File: config.mk
export PLATFORM = sky130hd
export DESIGN_NAME = jtag_idcode_reader
export DESIGN_NICKNAME = d
export VERILOG_FILES = /design/src/rtl/jtag_pkg.sv /design/src/rtl/jtag_idcode_reader_tap_model.sv /design/src/rtl/jtag_idcode_reader.sv
export SDC_FILE = /design/constraint.sdc
export NUM_CORES = 1
export LEC_CHECK = 0
export CELL_PAD_IN_SITES_DETAIL_PLACEMENT = 0
export CELL_PAD_IN_SITES_GLOBAL_PLACEMENT = 1
export CORE_MARGIN = 2
export CORE_UTILIZATION = 30
export CTS_BUF_LIST = sky130_fd_sc_hd__clkbuf_16
export CTS_CLUSTER_DIAMETER = 100
export DETAILED_ROUTE_END_ITERATION = 12
export PLACE_DENSITY = 0.73
export SYNTH_ARGS = -nofsm -noshare
export SYNTH_HDL_FRONTEND = slang
export SYNTH_SLANG_ARGS = --single-unit
export TNS_END_PERCENT = 1
File: constraint.sdc
create_clock -name i_tck -period 2 [get_ports i_tck]
set_clock_uncertainty 0.2 [all_clocks]
set_input_delay 0.2 -clock i_tck [delete_from_list [all_inputs] [get_ports i_tck]]
set_output_delay 0.2 -clock i_tck [all_outputs]
set_load 0.02 [all_outputs]
File: src/rtl/jtag_pkg.sv
// Shared types and constants for the JTAG IDCODE reader and the TAP state model.
// Optional comparator against EXPECTED_IDCODE is enabled by JTAG_IDCODE_COMPARE_EN.
package jtag_pkg;

   typedef enum logic [3:0] {
      TAP_TLR, TAP_RTI, TAP_SEL_DR, TAP_CAPTURE_DR, TAP_SHIFT_DR, TAP_EXIT1_DR,
      TAP_PAUSE_DR, TAP_EXIT2_DR, TAP_UPDATE_DR, TAP_SEL_IR, TAP_CAPTURE_IR,
      TAP_SHIFT_IR, TAP_EXIT1_IR, TAP_PAUSE_IR, TAP_EXIT2_IR, TAP_UPDATE_IR
   } tap_state_t;

   typedef enum logic [2:0] {
      RD_IDLE, RD_RESET_TAP, RD_TO_SHIFT, RD_SHIFT, RD_TO_IDLE, RD_DONE
   } reader_state_t;

   localparam int IDCODE_LEN       = 32;
   localparam int RESET_TMS_CYCLES = 5;
   localparam int TOTAL_CYCLES     = 43;
   localparam int SHIFT_FIRST      = 10;
   localparam int SHIFT_LAST       = 41;

   localparam int VER_W   = 4;
   localparam int PART_W  = 16;
   localparam int MANUF_W = 11;

   // version 1, part 1, manufacturer 1, mandatory bit0 = 1
   localparam logic [IDCODE_LEN-1:0] EXPECTED_IDCODE =
      {VER_W'(1), PART_W'(1), MANUF_W'(1), 1'b1};

   // TMS value driven during program cycle k (1-based)
   function automatic logic tms_for_cycle(input logic [5:0] k);
      return (k >= 6'd1 && k <= 6'(RESET_TMS_CYCLES)) || (k == 6'd7) ||
             (k == 6'(SHIFT_LAST)) || (k == 6'(SHIFT_LAST + 1));
   endfunction

endpackage

File: src/rtl/jtag_idcode_reader_tap_model.sv
// IEEE 1149.1 TAP controller state tracker; also usable on the device side.
module tap_state_model
   import jtag_pkg::*;
(
   input  logic       i_tck,
   input  logic       i_trst_n,
   input  logic       i_tms,
   output tap_state_t o_state
);

   tap_state_t r_state;
   tap_state_t w_state_nxt;

   always_ff @(posedge i_tck or negedge i_trst_n) begin
      if (!i_trst_n) r_state <= TAP_TLR;
      else           r_state <= w_state_nxt;
   end

   always_comb begin
      w_state_nxt = r_state;
      case (r_state)
         TAP_TLR:        w_state_nxt = i_tms ? TAP_TLR      : TAP_RTI;
         TAP_RTI:        w_state_nxt = i_tms ? TAP_SEL_DR   : TAP_RTI;
         TAP_SEL_DR:     w_state_nxt = i_tms ? TAP_SEL_IR   : TAP_CAPTURE_DR;
         TAP_CAPTURE_DR: w_state_nxt = i_tms ? TAP_EXIT1_DR : TAP_SHIFT_DR;
         TAP_SHIFT_DR:   w_state_nxt = i_tms ? TAP_EXIT1_DR : TAP_SHIFT_DR;
         TAP_EXIT1_DR:   w_state_nxt = i_tms ? TAP_UPDATE_DR : TAP_PAUSE_DR;
         TAP_PAUSE_DR:   w_state_nxt = i_tms ? TAP_EXIT2_DR : TAP_PAUSE_DR;
         TAP_EXIT2_DR:   w_state_nxt = i_tms ? TAP_UPDATE_DR : TAP_SHIFT_DR;
         TAP_UPDATE_DR:  w_state_nxt = i_tms ? TAP_SEL_DR   : TAP_RTI;
         TAP_SEL_IR:     w_state_nxt = i_tms ? TAP_TLR      : TAP_CAPTURE_IR;
         TAP_CAPTURE_IR: w_state_nxt = i_tms ? TAP_EXIT1_IR : TAP_SHIFT_IR;
         TAP_SHIFT_IR:   w_state_nxt = i_tms ? TAP_EXIT1_IR : TAP_SHIFT_IR;
         TAP_EXIT1_IR:   w_state_nxt = i_tms ? TAP_UPDATE_IR : TAP_PAUSE_IR;
         TAP_PAUSE_IR:   w_state_nxt = i_tms ? TAP_EXIT2_IR : TAP_PAUSE_IR;
         TAP_EXIT2_IR:   w_state_nxt = i_tms ? TAP_UPDATE_IR : TAP_SHIFT_IR;
         TAP_UPDATE_IR:  w_state_nxt = i_tms ? TAP_SEL_DR   : TAP_RTI;
         default:        w_state_nxt = TAP_TLR;
      endcase
   end

   assign o_state = r_state;

endmodule

File: src/rtl/jtag_idcode_reader.sv
// JTAG initiator: resets the target TAP, shifts out the 32-bit IDCODE and validates it.
// Define JTAG_IDCODE_COMPARE_EN to add the o_match port and the EXPECTED_IDCODE check.
module jtag_idcode_reader
   import jtag_pkg::*;
(
   input  logic        i_tck,
   input  logic        i_trst_n,
   input  logic        i_start,
   input  logic        i_tdo,
   output logic        o_tms,
   output logic        o_tdi,
   output logic        o_busy,
   output logic        o_done,
   output logic [31:0] o_idcode,
   output logic        o_error
`ifdef JTAG_IDCODE_COMPARE_EN
   ,
   output logic        o_match
`endif
);

   reader_state_t r_state, w_state_nxt;
   logic [5:0]    r_cnt, w_cnt_nxt;
   logic [4:0]    r_shcnt;
   logic          r_tms, w_tms_nxt;
   logic          r_busy, w_busy_nxt;
   logic          r_done, w_done_nxt;
   logic [31:0]   r_sr, r_idcode;
   logic          r_error, r_model_err;
   logic          w_accept, w_sample, w_finish, w_err;
   logic [5:0]    w_cnt_inc;
   tap_state_t    w_tap;

   tap_state_model u_tap (
      .i_tck    (i_tck),
      .i_trst_n (i_trst_n),
      .i_tms    (r_tms),
      .o_state  (w_tap)
   );

   assign w_cnt_inc = r_cnt + 6'd1;

   always_ff @(posedge i_tck or negedge i_trst_n) begin
      if (!i_trst_n) begin
         r_state <= RD_IDLE;
         r_cnt   <= 6'd0;
         r_tms   <= 1'b1;
         r_busy  <= 1'b0;
         r_done  <= 1'b0;
      end else begin
         r_state <= w_state_nxt;
         r_cnt   <= w_cnt_nxt;
         r_tms   <= w_tms_nxt;
         r_busy  <= w_busy_nxt;
         r_done  <= w_done_nxt;
      end
   end

   // r_cnt holds k during cycle k; TMS for cycle k+1 is registered at E_k
   always_comb begin
      w_state_nxt = r_state;
      w_cnt_nxt   = w_cnt_inc;
      w_tms_nxt   = tms_for_cycle(w_cnt_inc);
      w_busy_nxt  = r_busy;
      w_done_nxt  = 1'b0;
      w_accept    = 1'b0;
      w_sample    = 1'b0;
      w_finish    = 1'b0;
      case (r_state)
         RD_IDLE, RD_DONE: begin
            w_cnt_nxt = r_cnt;
            w_tms_nxt = r_tms;
            if (r_state == RD_DONE) w_state_nxt = RD_IDLE;
            if (i_start) begin
               w_accept    = 1'b1;
               w_state_nxt = RD_RESET_TAP;
               w_cnt_nxt   = 6'd1;
               w_tms_nxt   = tms_for_cycle(6'd1);
               w_busy_nxt  = 1'b1;
            end
         end
         RD_RESET_TAP:
            if (r_cnt == 6'(RESET_TMS_CYCLES)) w_state_nxt = RD_TO_SHIFT;
         RD_TO_SHIFT:
            if (r_cnt == 6'(SHIFT_FIRST - 1)) w_state_nxt = RD_SHIFT;
         RD_SHIFT: begin
            w_sample = 1'b1;
            if (r_shcnt == 5'd31) w_state_nxt = RD_TO_IDLE;
         end
         RD_TO_IDLE:
            if (r_cnt == 6'(TOTAL_CYCLES)) begin
               w_finish    = 1'b1;
               w_state_nxt = RD_DONE;
               w_cnt_nxt   = 6'd0;
               w_tms_nxt   = 1'b0;
               w_busy_nxt  = 1'b0;
               w_done_nxt  = 1'b1;
            end
         default: w_state_nxt = RD_IDLE;
      endcase
   end

`ifdef JTAG_IDCODE_COMPARE_EN
   logic r_match, w_match;
   assign w_match = (r_sr == EXPECTED_IDCODE);
   assign w_err   = ~r_sr[0] | (&r_sr) | r_model_err | ~w_match;
   assign o_match = r_match;
`else
   assign w_err   = ~r_sr[0] | (&r_sr) | r_model_err;
`endif

   always_ff @(posedge i_tck or negedge i_trst_n) begin
      if (!i_trst_n) begin
         r_shcnt     <= 5'd0;
         r_sr        <= '0;
         r_idcode    <= '0;
         r_error     <= 1'b0;
         r_model_err <= 1'b0;
`ifdef JTAG_IDCODE_COMPARE_EN
         r_match     <= 1'b0;
`endif
      end else begin
         if (w_accept) begin
            r_shcnt     <= 5'd0;
            r_model_err <= 1'b0;
         end
         // TDO enters at the top so the first sample ends up in bit 0
         if (w_sample) begin
            r_sr    <= {i_tdo, r_sr[31:1]};
            r_shcnt <= r_shcnt + 5'd1;
            if (w_tap != TAP_SHIFT_DR) r_model_err <= 1'b1;
         end
         if (w_finish) begin
            r_idcode <= r_sr;
            r_error  <= w_err;
`ifdef JTAG_IDCODE_COMPARE_EN
            r_match  <= w_match;
`endif
         end
      end
   end

   assign o_tms    = r_tms;
   assign o_tdi    = 1'b0;
   assign o_busy   = r_busy;
   assign o_done   = r_done;
   assign o_idcode = r_idcode;
   assign o_error  = r_error;

endmodule

==> results of run 1 <==
[per-layer routing]
| metal | wire, um | share of wire, % |
|---|---|---|
| met1 | 4117 | 50 |
| met2 | 3876 | 47 |
| met3 | 252 | 3.0 |
| met4 | 68 | 0.82 |
| met5 | 0 | 0 |
[power groups by stage]
| stage | sequential (mW) | combinational (mW) | clock [mW] |
|---|---|---|---|
| after floorplan | 2.43 | 1.23 | 0 |
| after global routing | 2.59 | 1.98 | 1.66 |
| final | 2.52 | 1.74 | 1.55 |
| after global placement | 2.54 | 1.71 | 0 |
| after detailed placement | 2.55 | 1.74 | 0 |
| after CTS | 2.52 | 1.74 | 1.58 |
[flip-flops by register name, summed over array words and instances, names as in the netlist]
register       cells
o_idcode          32
r_sr              32
r_cnt              6
r_shcnt            5
u_tap.o_state      4
r_state            3
o_busy             1
o_done             1
o_error            1
o_tms              1
r_model_err        1
[area by class of cell]
| cell class | count | area [sq um] | share of cell area [%] |
|---|---|---|---|
| clock inverter | 7 | 50.05 | 1.046 |
| multi-input combinational | 321 | 1508 | 31.50 |
| timing repair buffer | 60 | 579.3 | 12.10 |
| inverter | 6 | 30.03 | 0.6275 |
| sequential | 87 | 2178 | 45.52 |
| tap | 172 | 215.2 | 4.497 |
| clock buffer | 9 | 225.2 | 4.706 |
[worst max-delay path, cell delays in order (launching register included)]
cell and delay, ps:
dfrtp_1 400, ha_1 220, and3_1 190, ha_1 230, a21o_1 190, a2111oi_1 390
[what timing repair did]
action,in CTS,in global routing
hold buffers,1,0
hold endpoints to repair,86,0
resized for setup,2,3
endpoints found under the setup margin,2,8
pin swaps,0,0
[how the worst min path moves through the flow]
| stage | end | cells past startpoint | start | slack (ps) |
|---|---|---|---|---|
| after global placement | o_idcode[27] | 1 | i_trst_n | -120 |
| after CTS | o_done | 2 | i_trst_n | 70 |
| final | o_idcode[26] | 2 | i_trst_n | 80 |
| after detailed placement | o_idcode[27] | 1 | i_trst_n | -110 |
| after floorplan | o_busy | 0 | i_trst_n | -300 |
| after global routing | o_done | 2 | i_trst_n | 90 |
[synthesized netlist by cell type, types with 2 or more instances]
cell type / n / area, sq um
buf_4: 2 / 15.01
dfrtp_1: 86 / 2152
a21oi_1: 10 / 50.05
nand4_1: 7 / 43.79
o21ai_1: 5 / 25.02
nor2b_1: 5 / 31.28
clkbuf_1: 6 / 22.52
o21a_1: 3 / 22.52
nor3_1: 3 / 15.01
nor2_1: 14 / 52.55
nand2b_1: 2 / 12.51
o21ai_0: 10 / 50.05
buf_2: 10 / 50.05
nand2_1: 213 / 799.5
xor2_1: 3 / 26.28
nand3_1: 10 / 50.05
a22o_1: 2 / 17.52
inv_1: 5 / 18.77
a31oi_1: 2 / 12.51
and3_1: 2 / 12.51
ha_1: 6 / 75.07
buf_6: 4 / 45.04
nor4_1: 4 / 25.02
[stage by stage]
step	hold WS (ps)	instance area (sq um)	std cells	setup slack, ps
6_report	77.42	4786	662	48.95
5_1_grt	89.98	4786	662	-22.59
4_1_cts	68.42	4778	662	62.99
3_5_place_dp	-112.9	4491	645	-2.285
3_3_place_gp	-123.3	4491	645	47.04
2_1_floorplan	-295.6	3845	436	26.01
[cell families (layout without fill, tap and decap cells)]
| group | Yosys count | after routing | share of synthesized area [%] |
|---|---|---|---|
| buffers and inverters | 28 | 82 | 4.165 |
| XOR/XNOR | 4 | 4 | 0.9113 |
| flip-flops | 87 | 87 | 56.65 |
| AO/OA/AOI/OAI | 41 | 41 | 6.541 |
| multiplexers | 2 | 2 | 0.5532 |
| AND/OR/NAND/NOR | 267 | 267 | 29.12 |
| adder cells (fa/ha/maj) | 6 | 6 | 1.952 |
| other | 1 | 1 | 0.09753 |
==> impl_results.md, run 1 <==
- Status: finished clean
- ANT nets after route: 0
- Power per cell area: 1215 nW/um^2
- Synthesis-stage register bit count: 87
- Maximum vdd drop: 0.5981 mV
- Commonest non-fill, non-tap cell in the layout: nand2_1
- CTS Sinks: 87
- Syn Inst Count: roughly 440
- Met2 GRT Util: between 10% and 20%
- Worst R2R End: r_state[0]
- Critical Path Sink: r_state[0]
- Comb power frac: approximately 30%
- Min Clock Period, post-route: between 1500 and 2000 ps
- Die area: ~14,000 sq um
- GPL Wtd Cong: approximately 0.82
- Vias/cell: around 4.5
- Sequential power share: between 40% and 50%
- H-tree depth: 3
- Sw frac: between 30% and 40%
- Post-CTS Setup Bufs: 0
- Critical Path Fanout Max: 3
- # DRC: 0
- # port buffers: 39
- GRT overflow: 0
- First-pass GRT wire length: approximately 14 mm
- Clock Power Share: around a quarter
- Vias in the first global route: approximately 2,900
- Reg2Reg Depth: 5
- Crit. Startpoint: r_shcnt[1]
- Slew Limit Fails: 0
- Met1 usage: a little under a fifth
- Setup TNS: 0 ps
- Max-cap violation count: 0
- Register area share after synthesis: between 50 and 60%
- DIE HEIGHT: roughly 120 um
- 1st-iter DRT viols: 225
- P_sw: around 2.1 mW
- Core area: around 13,000 sq um
- FF-to-FF Start: r_shcnt[1]
- Mapped Avg Cell Area: about 9 sq um
- Cell Rows: 41
- Ys flop type: dfrtp_1
- Wirelength, routed: slightly above 8 mm
- Setup crit end kind: register
- Initial Util: between 30% and 40%
- Syn. warnings: 0
- Antenna cells: 0
- Hold Crit Class: in -> async
- Clock Path Buffers: 2
- Final period util: a little under 100%
- Die width: between 100 and 150 um
- Fin. Hold Viols: 0
- Clk pin slew, worst setup/hold paths: ~70 ps
- M3 GR Usage: 2.678%
- Num ports: just over 40
- Post-DP HPWL: roughly 5.7 mm
- Distinct cells, synth: between 40 and 50
- R2R Setup Slk: about 49 ps
- Routed length per instance: approximately 13 um
- Layout Utilization: 38.08%
- Top Usage Layer GRT: met2
- Tot Pwr: 5.812 mW
- Post-synth EDFFs: 0
- Synth Cell Area: between 3000 and 4000 sq um
- Synthesized net count: 446
- Crit Path Class: reg -> reg
- LEAKAGE: approximately 2.4 nW
- FILL cells: 1,278
- CP startpoint kind: register
- Post-layout nets: between 400 and 500
- CTS Buf Count: 9
- Final setup vio count: 0
- Crit path arrival time: 1960 ps
- Worst-Skew Late Latency: roughly 330 ps
- Vias after detailed routing: approximately 3,000
- CTS tree: done
- DRT Pass-1 Iters: 4
- Share of layout cells above drive strength 1: a little under 9%
- Pin count of the biggest net entering global routing: 41
- Synth-to-Final Area Change: 24.47%
- Pint: between 3 and 4 mW
- Antenna violations before repair: 0
- CTS Root Cell: clkbuf_16
- Total GRT Usage: roughly an eighth
- Worst EP required: around 2000 ps
- Async SR Flop Fraction: 100.0%
- Commonest non-fill, non-tap cells in the layout: 213 x nand2_1, 86 x dfrtp_1, 37 x clkdlybuf4s50_1
- Max Fclk: around 0.5 GHz
(Power assumes the default switching activity.)
==> run 2, diff against run 1 <==
CORE_UTILIZATION = 34   (was 30)
PLACE_DENSITY = 0.8   (was 0.73)
==> run 2 against run 1 <==
Net effect: via count about the same; sequential share of layout area increased by 0.35 points; fmax is 3.6% higher; total power grew 1.6%; critical path depth unchanged; worst hold slack improved by 32 ps; wire length fell by 2.6%; register-to-register slack better by 70 ps; cell area decreased by 0.76%; non-clock buffer count is 5 lower.
==> impl_results.md, run 2 (synthesis gave the netlist of run 1 again) <==
- Status: finished clean
- Total GRT Usage: roughly 14%
- Clock Power Share: between 20% and 30%
- Setup crit end kind: register
- Fin Hold WS: 109.5 ps
- Crit Path Class: reg -> reg
- First-pass GRT wire length: ~14 mm
- Maximum vdd drop: around 0.56 mV
- Commonest non-fill, non-tap cell in the layout: nand2_1
- CP peak stage delay: 400 ps
- Cell chain of the critical path: ha_1, and3_1, ha_1, a21o_1, a2111oi_0
- Min Clock Period, post-route: ~1900 ps
- Die width: about 110 um
- Cell Rows: 38
- CTS Sinks: 87
- RSZ-0062 raised after global routing: false
- Share of layout cells above drive strength 1: a little over 8%
- ANT nets after route: 0
- # port buffers: 39
- Antenna cells: 0
- Clock Path Buffers: 2
- Hold Crit Class: in -> async
- Wirelength, routed: between 8 and 9 mm
- Sw frac: around 36%
- Antenna violations before repair: 0
- Core area: roughly 11,000 sq um
- CP dominant cell by count: ha_1
- P_sw: about 2.1 mW
- Post-layout nets: 490
- CTS Root Cell: clkbuf_16
- Layout Utilization: a little over two fifths
- Die area: 12,170 sq um
- Slew Limit Fails: 0
- Pint: about 3.8 mW
- Family with the most delay on the worst path: compound AO/OA/AOI/OAI gates
- Setup TNS: 0 ps
- CP startpoint kind: register
- FILL cells: 1,069
- Vias after detailed routing: roughly 3,000
- Max-cap violation count: 0
- Buf+Inv Stages, Crit Path: 0
- Initial Util: between 30% and 40%
- DRT Pass-1 Iters: 4
- Worst R2R End: r_state[0]
- CP Depth: 5
- Storage cell area: roughly 2200 sq um
- Final setup vio count: 0
- Comb power frac: 28.9%
- Clk pin slew, worst setup/hold paths: 70 ps
- Sequential power share: between 40 and 50%
- H-tree depth: 3
- CTS Buf Count: 9
- LEAKAGE: about 2.4 nW
- Post-CTS Setup Bufs: 0
- Num ports: 41
- CTS tree: done
- FF-to-FF Start: r_shcnt[0]
- Vias in the first global route: ~2,800
- Commonest non-fill, non-tap cells in the layout: 213 x nand2_1, 86 x dfrtp_1, 37 x clkdlybuf4s50_1
- Routed length per instance: roughly 13 um
- GPL Wtd Cong: around 0.8
- Post-DP HPWL: roughly 5.5 mm
- Worst EP required: 2010 ps
- Vias/cell: slightly below 5
- Worst-Skew Late Latency: 330 ps
- Reg2Reg Depth: 5
- R2R Setup Slk: roughly 120 ps
- GRT overflow: 0
- Critical Path Fanout Max: 4
- Power per cell area: 1244 nW/um^2
- Pin count of the biggest net entering global routing: 40
- Max Fclk: about 0.53 GHz
- Final period util: around 94%
- Crit path arrival time: around 1900 ps
- 1st-iter DRT viols: approximately 200
- Fin. Hold Viols: 0
- DIE HEIGHT: ~110 um
- # DRC: 0
- Multi-input logic area: roughly 1500 sq um
- Synth-to-Final Area Change: 23.53%
- Slowest stage cell, crit path: dfrtp_1
[run 2: cell types whose count changed in the layout (fill, tap and decap cells not counted), sizes merged]
cell	previous run	this run
buf	21	16
bufinv	0	1
clkinv	0	3
clkinvlp	5	0
dlygate4sd2	1	0
dlymetal6s2s	0	1
inv	8	9
[run 2: how the worst max path moves through the flow]
stage / start / to / slack [ps]
after floorplan: r_cnt[1] / o_idcode[10] / 30
after global placement: r_cnt[0] / o_idcode[1] / 100
after detailed placement: r_cnt[1] / o_idcode[1] / 50
after CTS: o_tms / o_tms / 8
after global routing: r_cnt[1] / o_idcode[30] / 30
final: r_shcnt[0] / r_state[0] / 120
[run 2: repair_timing]
action	4_1_cts	5_1_grt
resized for setup	0	4
endpoints found under the setup margin	0	34
hold buffers	1	0
hold endpoints to repair	86	0
[run 2: power groups by stage]
stage               Sequential, mW  Clock [mW]  Combinational [mW]
global placement              2.53           0                1.68
finish                        2.52        1.67                1.71
global route                  2.60        1.81                1.95
CTS                           2.52        1.72                1.72
detailed placement            2.54           0                1.72
floorplan                     2.43           0                1.23
[run 2: layout make-up]
type | count | area share, %
Inverter | 6 | 0.5796
Timing Repair Buffer | 55 | 11.67
Clock inverter | 7 | 1.633
Tap cell | 140 | 3.688
Multi-Input combinational cell | 321 | 31.82
Sequential cell | 87 | 45.86
Clock buffer | 9 | 4.742
[run 2: layer usage]
metal | wire, um | GRT usage (%) | share of wire (%) | vias to the layer above
met5 | 0 | 0 | 0 | -
met4 | 63 | 4.732 | 0.78 | 0
met3 | 262 | 2.881 | 3.2 | 5
met2 | 3974 | 22.44 | 49 | 42
met1 | 3797 | 20.17 | 47 | 1452
li1 | - | - | - | 1503
[run 2: per-stage QoR]
| stage | cell area, sq um | setup WS [ps] | std cells | total power, mW |
|---|---|---|---|---|
| CTS | 4738 | 7.671 | 625 | 5.965 |
| global route | 4750 | 28.32 | 625 | 6.357 |
| floorplan | 3845 | 26.01 | 436 | 3.664 |
| finish | 4750 | 116.0 | 625 | 5.906 |
| global placement | 4425 | 99.94 | 608 | 4.208 |
| detailed placement | 4425 | 54.79 | 608 | 4.268 |
==> run 3, diff against run 2 <==
ABC_AREA = 1   (was not set)
CORE_UTILIZATION = 38   (was 34)
PLACE_DENSITY = 0.87   (was 0.8)
==> run 3 against run 2 <==
Net effect: sequential power fell by 24%; via count increased by 1.3%; worst hold slack got worse by 7.6 ps; total power shrank 29%; die area is 8.9% lower; wire length decreased by 5.2%; final cell count is 1.3% higher; flip-flop and latch count unchanged; combinational power down 60%; cell area is essentially flat; critical path type unchanged; largest cell class unchanged; highest routed layer unchanged.
==> impl_results.md, run 3 <==
- Critical Path Sink: o_busy
- Routed length per instance: 12.13 um
- Die area: roughly 11,000 sq um
- # port buffers: 39
- DIE HEIGHT: ~110 um
- Syn Inst Count: roughly 450
- Multiplexer share of the synthesized area: 0%
- Hold Crit Class: in -> async
- Clock Path Buffers: 2
- Synth area leader: dfrtp_1
- Cell Rows: 36
- GRT overflow: 0
- Clk pin slew, worst setup/hold paths: ~70 ps
- Syn. warnings: 0
- Commonest non-fill, non-tap cell in the layout: nand2_1
- Reg2Reg Depth: 8
- ANT nets after route: 0
- Wirelength, routed: around 7.7 mm
- Core area: 9864 sq um
- DRT Pass-1 Iters: 5
- Mapped Avg Cell Area: slightly below 9 sq um
- CTS Buf Count: 9
- Cell chain of the critical path: ha_2, nand3_1, nor2_4, nor2_2, nor2_1, inv_2, o21ai_1, nand2_1
- Worst EP required: between 2000 and 2500 ps
- Crit. Startpoint: r_cnt[0]
- Setup crit end kind: register
- Antenna violations before repair: 0
- Register area share after synthesis: approximately 56%
- CTS Sinks: 87
- Critical Path Fanout Max: 5
- Synth Area in XOR/XNOR: less than 1%
- Synthesis-stage register bit count: 87
- Synth Cell Area: slightly below 4000 sq um
- R2R Setup Slk: 190 ps
- Status: finished clean
- Share of layout cells above drive strength 1: ~8.8%
- Antenna cells: 0
- Synth top area share: between 50% and 60%
- RSZ-0062 raised after global routing: false
- Synth-to-Final Area Change: 21.82%
- GPL Wtd Cong: 0.8282
- LEAKAGE: ~2.1 nW
- Placement Setup Slack: 168.4 ps
- Worst R2R End: o_busy
- Async SR Flop Fraction: 100.0%
- Die width: around 110 um
- Sw frac: between 30% and 40%
- Crit path arrival time: 1830 ps
- Max Fclk: approximately 0.55 GHz
- Clock Power Share: a little under two fifths
- Vias after detailed routing: roughly 3,000
- Sequential power share: a little under half
- Largest family of logic cells by synthesized area: simple AND/OR/NAND/NOR gates
- Comb power frac: around 17%
- Power per cell area: around 880 nW/um^2
- Fin. Hold Viols: 0
- Compound-Gate Fraction of Synth Area: 13.03%
- Maximum vdd drop: approximately 0.63 mV
- Initial Util: just under 40%
- Family with the most delay on the worst path: simple AND/OR/NAND/NOR gates
- Slowest stage cell, crit path: dfrtp_1
- CP peak stage delay: about 420 ps
- 1st-iter DRT viols: between 150 and 200
- Post-layout nets: a little over 500
- Vias in the first global route: 2,902
- Tot Pwr: between 4 and 5 mW
- CP Depth: 8
- Pint: 2.921 mW
- Synthesized net count: approximately 460
- Distinct cells, synth: 29
- FF-to-FF Start: r_cnt[0]
- P_sw: 1.266 mW
- Synth top area cells: dfrtp_1 55%, nand2_1 11%, o21ai_0 7.3%
- Total GRT Usage: approximately 15%
- Final setup vio count: 0
- Adder-Cell Fraction of Synth Area: around 1.9%
- Max-cap violation count: 0
- Setup TNS: 0 ps
- Commonest cells post-synth: 113 x nand2_1, 86 x dfrtp_1, 57 x o21ai_0
- Slew Limit Fails: 0
- Vias/cell: between 4 and 5
- Post-CTS Setup Bufs: 0
- CP startpoint kind: register
- Crit Path Class: reg -> reg
- Commonest non-fill, non-tap cells in the layout: 113 x nand2_1, 86 x dfrtp_1, 57 x inv_1, 57 x o21ai_0, 37 x clkdlybuf4s50_1
- Pin count of the biggest net entering global routing: between 60 and 70
- Final period util: between 90% and 100%
- Num ports: 41
- Worst-Skew Late Latency: 340 ps
- Top-count cell post-synth: nand2_1
- CTS tree: done
- CTS Root Cell: clkbuf_16
- Ys flop type: dfrtp_1
- # DRC: 0
- Buf+Inv Stages, Crit Path: 1
- First-pass GRT wire length: between 10 and 15 mm
- Post-synth EDFFs: 0
- PnR worst setup slack: about 190 ps
- Post-DP HPWL: approximately 5.5 mm
- Min Clock Period, post-route: 1808 ps
- H-tree depth: 3
- Post-synthesis simple-gate area fraction: roughly a fifth
## run 3: timing repair
item	in CTS	in global routing
gates resized for setup	0	3
endpoints found under the hold margin	86	0
setup endpoints to repair	0	12
hold buffers	1	0
## run 3: worst min path at each step
stage	to
2_1_floorplan	o_busy
3_3_place_gp	o_idcode[10]
3_5_place_dp	o_idcode[10]
4_1_cts	o_idcode[10]
5_1_grt	o_idcode[10]
6_report	o_idcode[9]
## run 3: cells by family after synthesis
kind of cell / after synthesis
fa+ha+maj: 6
xor+xnor: 1
compound gates: 96
buf+inv: 76
flops: 87
simple gates: 184
other cells: 1
## run 3: power by group through the flow
stage | Sequential, mW | Clock [mW] | Combinational [mW]
2_1_floorplan | 1.95 | 0 | 0.492
3_3_place_gp | 1.95 | 0 | 0.681
3_5_place_dp | 1.95 | 0 | 0.689
4_1_cts | 1.92 | 1.62 | 0.695
5_1_grt | 1.93 | 1.69 | 0.806
6_report | 1.92 | 1.58 | 0.690
## run 3: layout make-up
class	instances	area, sq um
fill	951	5114
sequential	87	2178
multi-input combinational	288	1396
timing repair buffer	48	498.0
inverter	61	229.0
clock buffer	9	225.2
tap	133	166.4
clock inverter	7	57.56
## run 3: per-stage QoR
stage	utilization, %	hold WS (ps)	instance area, sq um	cells
2_1_floorplan	-	-295.6	3900	451
3_3_place_gp	45.09	-75.08	4448	616
3_5_place_dp	45.09	-73.41	4448	616
4_1_cts	48.06	105.2	4741	633
5_1_grt	48.16	129.8	4751	633
6_report	48.16	101.9	4751	633
## run 3: metal layers
| metal | routed length (um) | track usage (%) |
|---|---|---|
| met5 | 0 | 0 |
| met2 | 3605 | 22.90 |
| met4 | 43 | 4.000 |
| met3 | 355 | 4.267 |
| met1 | 3672 | 20.40 |
